### src/rtl/cq_poller.sv
// cq_poller: walks a completion queue over AXI, hands each new entry to the host side and
// rings the CQ head doorbell. Optional poll backoff is enabled by defining CQ_POLL_BACKOFF_EN.
module cq_poller #(
    parameter logic [31:0] CQ_BASE    = 32'h20400,
    parameter int          DEPTH      = 16,
    parameter logic [31:0] DB_ADDR    = 32'h100C,
    parameter int          POLL_DELAY = 16
) (
    input  logic                     clk,
    input  logic                     rstn,
    output logic [31:0]              cq_araddr,
    output logic [7:0]               cq_arlen,
    output logic [2:0]               cq_arsize,
    output logic [1:0]               cq_arburst,
    output logic                     cq_arvalid,
    input  logic                     cq_arready,
    input  logic [127:0]             cq_rdata,
    input  logic [1:0]               cq_rresp,
    input  logic                     cq_rlast,
    input  logic                     cq_rvalid,
    output logic                     cq_rready,
    output logic [31:0]              db_awaddr,
    output logic                     db_awvalid,
    input  logic                     db_awready,
    output logic [31:0]              db_wdata,
    output logic [3:0]               db_wstrb,
    output logic                     db_wvalid,
    input  logic                     db_wready,
    input  logic [1:0]               db_bresp,
    input  logic                     db_bvalid,
    output logic                     db_bready,
    output logic                     cpl_valid,
    input  logic                     cpl_ready,
    output logic [15:0]              cpl_cid,
    output logic [14:0]              cpl_status,
    output logic [$clog2(DEPTH)-1:0] sq_head,
    output logic [$clog2(DEPTH)-1:0] cq_head
);

    localparam int IW = $clog2(DEPTH);

    typedef enum logic [2:0] {
        IDLE, AR, R, CPL, DB, B
`ifdef CQ_POLL_BACKOFF_EN
        , WAIT
`endif
    } state_t;

    state_t          state;
    state_t          state_n;
    logic            exp_phase;
    logic            aw_done;
    logic            w_done;
    logic [IW-1:0]   entry_sqh;
    logic [IW-1:0]   head_nxt;
    logic            beat_match;
    logic            aw_ok;
    logic            w_ok;

`ifdef CQ_POLL_BACKOFF_EN
    localparam int BW = $clog2(POLL_DELAY + 1);
    logic [BW-1:0]   bcnt;
`endif

    // Response fields that carry no meaning for this block.
    logic unused_bits;
    assign unused_bits = ^{cq_rlast, db_bresp, cq_rdata[63:0], cq_rdata[95:64+IW]};

    assign head_nxt   = cq_head + IW'(1);
    assign beat_match = (cq_rresp == 2'b00) && (cq_rdata[112] == exp_phase);
    assign aw_ok      = aw_done || (db_awvalid && db_awready);
    assign w_ok       = w_done  || (db_wvalid  && db_wready);

    assign cq_araddr  = CQ_BASE + {{(32-IW-4){1'b0}}, cq_head, 4'b0000};
    assign cq_arlen   = 8'd0;
    assign cq_arsize  = 3'd4;
    assign cq_arburst = 2'd1;
    assign cq_arvalid = (state == AR);
    assign cq_rready  = (state == R);
    assign cpl_valid  = (state == CPL);
    assign db_awaddr  = DB_ADDR;
    assign db_wdata   = {{(32-IW){1'b0}}, head_nxt};
    assign db_wstrb   = 4'hF;
    assign db_awvalid = (state == DB) && !aw_done;
    assign db_wvalid  = (state == DB) && !w_done;
    assign db_bready  = (state == B);

    always_ff @(posedge clk) begin
        if (!rstn) begin
            state <= IDLE;
        end else begin
            state <= state_n;
        end
    end

    always_comb begin
        state_n = state;
        case (state)
            IDLE: state_n = AR;
            AR:   if (cq_arready) state_n = R;
            R: begin
                if (cq_rvalid) begin
                    if (beat_match) begin
                        state_n = CPL;
                    end else begin
`ifdef CQ_POLL_BACKOFF_EN
                        state_n = WAIT;
`else
                        state_n = AR;
`endif
                    end
                end
            end
`ifdef CQ_POLL_BACKOFF_EN
            WAIT: if (bcnt == BW'(POLL_DELAY - 1)) state_n = AR;
`endif
            CPL:  if (cpl_ready) state_n = DB;
            // Address and data may complete in either order or together.
            DB:   if (aw_ok && w_ok) state_n = B;
            B:    if (db_bvalid) state_n = AR;
            default: state_n = IDLE;
        endcase
    end

    always_ff @(posedge clk) begin
        if (!rstn) begin
            cq_head    <= '0;
            sq_head    <= '0;
            exp_phase  <= 1'b1;
            cpl_cid    <= '0;
            cpl_status <= '0;
            aw_done    <= 1'b0;
            w_done     <= 1'b0;
        end else begin
            if (state == R && cq_rvalid && beat_match) begin
                cpl_cid    <= cq_rdata[111:96];
                cpl_status <= cq_rdata[127:113];
            end
            if (state == CPL && cpl_ready) begin
                sq_head <= entry_sqh;
                aw_done <= 1'b0;
                w_done  <= 1'b0;
            end
            if (db_awvalid && db_awready) aw_done <= 1'b1;
            if (db_wvalid && db_wready)   w_done  <= 1'b1;
            // The response code is ignored: the head always advances.
            if (state == B && db_bvalid) begin
                cq_head <= head_nxt;
                if (cq_head == IW'(DEPTH - 1)) exp_phase <= ~exp_phase;
            end
        end
    end

    always_ff @(posedge clk) begin
        if (state == R && cq_rvalid && beat_match) begin
            entry_sqh <= cq_rdata[64 +: IW];
        end
    end

`ifdef CQ_POLL_BACKOFF_EN
    always_ff @(posedge clk) begin
        if (!rstn) begin
            bcnt <= '0;
        end else if (state == WAIT) begin
            bcnt <= bcnt + BW'(1);
        end else begin
            bcnt <= '0;
        end
    end
`endif

endmodule

### config.mk
export PLATFORM = sky130hd
export DESIGN_NAME = cq_poller
export DESIGN_NICKNAME = d
export VERILOG_FILES = /design/src/rtl/cq_poller.sv
export SDC_FILE = /design/constraint.sdc
export NUM_CORES = 1
export LEC_CHECK = 0
export ABC_CLOCK_PERIOD_IN_PS = 1700
export CAP_MARGIN = 25
export CORE_AREA = 2 2 115 117
export DETAILED_ROUTE_END_ITERATION = 10
export DIE_AREA = 0 0 117 119
export GPL_ROUTABILITY_DRIVEN = 0
export PLACE_DENSITY = 0.75
export SLEW_MARGIN = 20
export SYNTH_ARGS = -nofsm -noshare
export SYNTH_HDL_FRONTEND = slang
export SYNTH_SLANG_ARGS = --single-unit
### constraint.sdc
create_clock -name clk -period 1.7 [get_ports clk]
set_input_delay 0.255 -clock clk [delete_from_list [all_inputs] [get_ports clk]]
set_output_delay 0.255 -clock clk [all_outputs]
set_load 0.005 [all_outputs]
Word level (Yosys, flattened, before mapping)
Index checks and enable logic that the tools add are counted.
{"block": "word_totals", "ff_bits": 49, "latch_bits": 0, "mem_bits_rw": 0, "rom_bits": 0, "in_bits": 141, "out_inout_bits": 158, "elab_cells": 54, "memories": 0}
{"block": "op_classes", "addsub": 2, "multipliers": 0, "div_mod_pow": 0, "magnitude_cmp": 0, "eq_ne": 12, "shift": 0, "n_mux": 10, "n_bitwise": 1, "reduce_logical": 20}
{"cell": "18-bit by 8-bit adder with 19-bit output (first input constant)", "n": 1}
{"cell": "3-bit one-hot mux with 6 select lines", "n": 1}
{"cell": "3-bit 2-to-1 mux", "n": 5}
{"cell": "1-bit logical AND", "n": 10}
{"cell": "3-bit by 2-bit equality test with 1-bit output (second input constant)", "n": 2}
{"cell": "3-bit equality test (second input constant)", "n": 2}
{"cell": "2-bit by 1-bit != test with 1-bit output (second input constant)", "n": 3}
{"cell": "5-bit AND reduction", "n": 1}
{"cell": "4-bit by 1-bit adder with 4-bit output (second input constant)", "n": 1}
{"cell": "4-bit equality test (second input constant)", "n": 1}
{"cell": "2-bit != test (second input constant)", "n": 2}
{"cell": "2-bit nonzero test", "n": 2}
{"cell": "3-bit by 1-bit equality test with 1-bit output (second input constant)", "n": 1}
{"cell": "3-bit zero test", "n": 1}
{"cell": "1-bit 2-to-1 mux", "n": 3}
{"cell": "1-bit zero test", "n": 2}
{"cell": "2-bit zero test", "n": 1}
{"cell": "1-bit logical OR", "n": 2}
{"cell": "2-bit 2-to-1 mux", "n": 1}
{"cell": "2-bit AND reduction", "n": 1}
{"cell": "1-bit equality test", "n": 1}
{"cell": "1-bit NOT", "n": 1}

Logic depth before layout (Yosys ltp)
{"block": "depth", "word_depth": 7, "ltp_mapped": 4, "ltp_nobuf": 4}

Least setup slack after synthesis
Ideal clock, no wire load.
{"block": "synth_path", "kind": "flip-flop to flip-flop", "start": "register exp_phase", "end": "register entry_sqh[0] (enable)", "setup_time_ns": 0.305, "t_arrival_ns": 1.106, "required_time_ns": 1.395, "path_slack_ns": 0.289, "path_stages_with_launch": 4, "path_buffers": 1, "period_less_slack_ns": 1.411, "path_cell_list": "dfxtp_1 -> xor2_1 -> nor4_4 -> buf_6"}
{"block": "synth_between", "elab_chain_len": 3}
{"element": "from (decl)", "line_no": "51", "source": "logic exp_phase;"}
{"element": "from (signal assigned)", "line_no": "149", "source": "if (cq_head == IW'(DEPTH - 1)) exp_phase <= ~exp_phase;"}
{"element": "1-bit equality test", "line_no": "70", "source": "assign beat_match = (cq_rresp == 2'b00) && (cq_rdata[112] == exp_phase);"}
{"element": "1-bit logical AND", "line_no": "70"}
{"element": "1-bit logical AND", "line_no": "155", "source": "if (state == R && cq_rvalid && beat_match) begin"}
{"element": "to (signal assigned)", "line_no": "156", "source": "entry_sqh <= cq_rdata[64 +: IW];"}
{"element": "to (decl)", "line_no": "54", "source": "logic [IW-1:0] entry_sqh;"}
Every way passes these cells.
A chain may end at the register's enable or synchronous reset.

Worst setup path after layout
{"block": "layout_path", "start": "register state[0]", "end": "register cpl_status[4]"}
{"block": "layout_between", "elab_chain_len": 3}
{"element": "from (decl)", "line_no": "49", "source": "state_t state;"}
{"element": "from (signal assigned)", "line_no": "92", "source": "state <= state_n;"}
{"element": "3-bit by 2-bit equality test with 1-bit output", "line_no": "135", "source": "if (state == R && cq_rvalid && beat_match) begin"}
{"element": "1-bit logical AND (2 in a row)", "line_no": "135"}
{"element": "to (signal assigned)", "line_no": "137", "source": "cpl_status <= cq_rdata[127:113];"}
{"element": "to (decl)", "line_no": "35", "source": "output logic [14:0] cpl_status,"}
Every way passes these cells.

==> out/results.ini <==
[layout]
fin_nets=578
finish.utilization_pct=30.99
areaGrowthSynthToFinish_pct=36.34
stdcell_count=613
insertedDiodeCount=0
drive_gt1_share_pct=8.238

[worst_setup_path]
endpoint_kind=flip-flop
worst-path-max-fanout=15
crit_path_cell_trace=buf_12 > nand4bb_1 > nor4_4 > buf_12 > buf_4 > mux2i_1
cpMaxStageDelayCell=dfxtp_2
setup.worst_path.start=state[0]$_SDFFE_PN0P_
crit_type=reg2reg
crit_path_frequent_cell=buf_12
r2r_setup_slack_ns=0.13
crit_required_ns=1.91
start_kind=flip-flop
arrival_ns=1.77
critPathMaxStageDelay_ns=0.34
worstReg2RegStart=state[0]$_SDFFE_PN0P_

[global_routing]
grt_start_max_net_pins=77
track_usage_pct=8.472
antenna_found_initial=0
grt_pass1_wl_um=9232
overflow=0
grt_pass1_vias=1921

[cts]
path_clk_slew_ns=0.06
clk_latency_ns=0.29
clk_path_buf_depth=2
cts-root-buf=clkbuf_16
cts.sinks=49
numCtsBuffers=5
htreeDepth=2
tritoncts=yes
hold_buffers=0

[floorplan]
die_area_um2=13920
io-pin-count=299
die_h_um=119
initial_core_util_pct=22.73
die_w_um=117
num_rows=42
coreArea_um2=12870

[route]
drtAntennaViolNets=0
drt_iter0_drc=71
drc_errors=0
dr.pass1.iters=4
detail_route.wl_per_cell_um=9.737
vias=2147
routed_via_density=3.502
routed_wl_um=5969

[yosys]
synth_edf_count=4
synthTopCellsByArea=dfxtp_1 (31%), buf_4 (28%), mux2i_1 (12%)
async_reset_ff_share_pct=0
ys_types=36
seq_area_frac_synth_pct=34.89
synth_area_leader_cell=dfxtp_1
syn_area_um2=2927
ys_warn_count=0
synth_seq_cells=49
netlist_instances=331
synth_most_common_cell=buf_4
syn_area_per_cell_um2=8.842
synthTopCellsByCount=buf_4 (109), nand2_1 (68), dfxtp_1 (45)
synth-main-ff-cell=dfxtp_1
synth_top_area_share_pct=30.78

[place]
place_inst=602
dpl.hpwl_um=4480
port_buffers=98

[hold_path]
hold_class=in2reg
worstHoldStart=rstn

[power_and_ir_drop]
total_leakage_power_uw=0.001689
powerDensity_nw_per_um2=623.2
comb_power_share_pct=11.8
p_switching_uw=575.5
ir_worst_vdd_uv=354.4
power_frac_clock_pct=40.9
swShare_pct=23.15
pwr-share-seq_pct=47.3
internal_power_uw=1911

[timing]
rsz0062_at_grt=no
maxSlewViolCount=0
fin_crit_sh_pct=92.07
finClkSkew_ns=0.005551
max_freq_mhz=638.9
hold_ws_ns=0.4271
setup_viol=0
period_needed_ns=1.565
final-hold-violation-count=0

[run]
maxCapViolations=0

[run_status]
status=finished clean

state kept, by name (all words and copies together), names as in the netlist:
signal / count
exp_phase: 1
sq_head: 4
w_done: 1
state: 3
cpl_status: 15
cpl_cid: 16
aw_done: 1
cq_head: 4
entry_sqh: 4
through the flow:
stage / setup WS [ns] / total power [uW] / area, um2 / TNS [ns]
global route: 0.03557 / 2629 / 3990 / 0
CTS: 0.00008171 / 2539 / 3975 / 0
floorplan: 0.2891 / 1510 / 3313 / 0
finish: 0.1349 / 2486 / 3990 / 0
detailed placement: -0.1559 / 1493 / 3805 / -2.507
global placement: -0.09066 / 1492 / 3805 / -2.034
kinds of logic after synthesis:
| logic type | synth area share (%) |
|---|---|
| AO/OA/AOI/OAI | 3.292 |
| flip-flops | 34.89 |
| buffers and inverters | 30.95 |
| AND/OR/NAND/NOR | 16.67 |
| multiplexers | 12.31 |
| adder cells (fa/ha/maj) | 0.4275 |
| other | 0.2566 |
| XOR/XNOR | 1.197 |
path summary, 6_finish.rpt:
path,to,cells after the start
max,cpl_status[4]$_SDFFE_PN0P_,6
min,exp_phase$_SDFFE_PN1P_,3
max reg2reg,cpl_status[4]$_SDFFE_PN0P_,6
min reg2reg,cpl_cid[12]$_SDFFE_PN0P_,2
layout by cell type (no fill, tap or decap), types with 3 or more instances in the layout:
cell type	instances
nor2_1	3
clkdlybuf4s50_1	88
a21boi_0	5
dfxtp_2	3
nor3b_1	4
dlymetal6s2s_1	3
buf_4	15
nand2_1	68
buf_12	5
mux2i_1	36
dfxtp_1	40
edfxtp_1	4
dlygate4sd2_1	6
nor2b_1	5
clkbuf_16	5
nand3b_1	4
conb_1	105
o21ai_0	4
metal layers:
layer / GRT usage (%) / wire length, um
met4: 2.647 / 75
met5: 0 / 0
met2: 12.93 / 2704
met3: 3.766 / 643
met1: 10.67 / 2546
timing repair:
| action | in CTS | in global routing |
|---|---|---|
| gates resized for setup | 15 | 3 |
| buffers inserted | 2 | 1 |
| endpoints found under the setup margin | 9 | 3 |
power by group through the flow:
stage	Clock, uW	Combinational, uW	Sequential [uW]
2_1_floorplan	0	309	1200
3_3_place_gp	0	287	1200
3_5_place_dp	0	289	1200
4_1_cts	1070	293	1180
5_1_grt	1110	341	1180
6_report	1020	293	1180
worst max-delay path, delay by kind of cell, from the launching register on:
family / cells / cell delay [ns]
muxes: 1 / 0.20
DFF: 1 / 0.34
buffers and inverters: 3 / 0.49
and+or+nand+nor: 2 / 0.44
layout make-up:
type                       instances  area (um2)
sequential                        49        1032
inverter                           3       11.26
tap                              176       220.2
timing repair buffer             118        1189
clock buffer                       8       146.4
multi-input combinational        259        1391
fill                            1367        8885
Note: power is estimated with default switching activity, not from simulation.
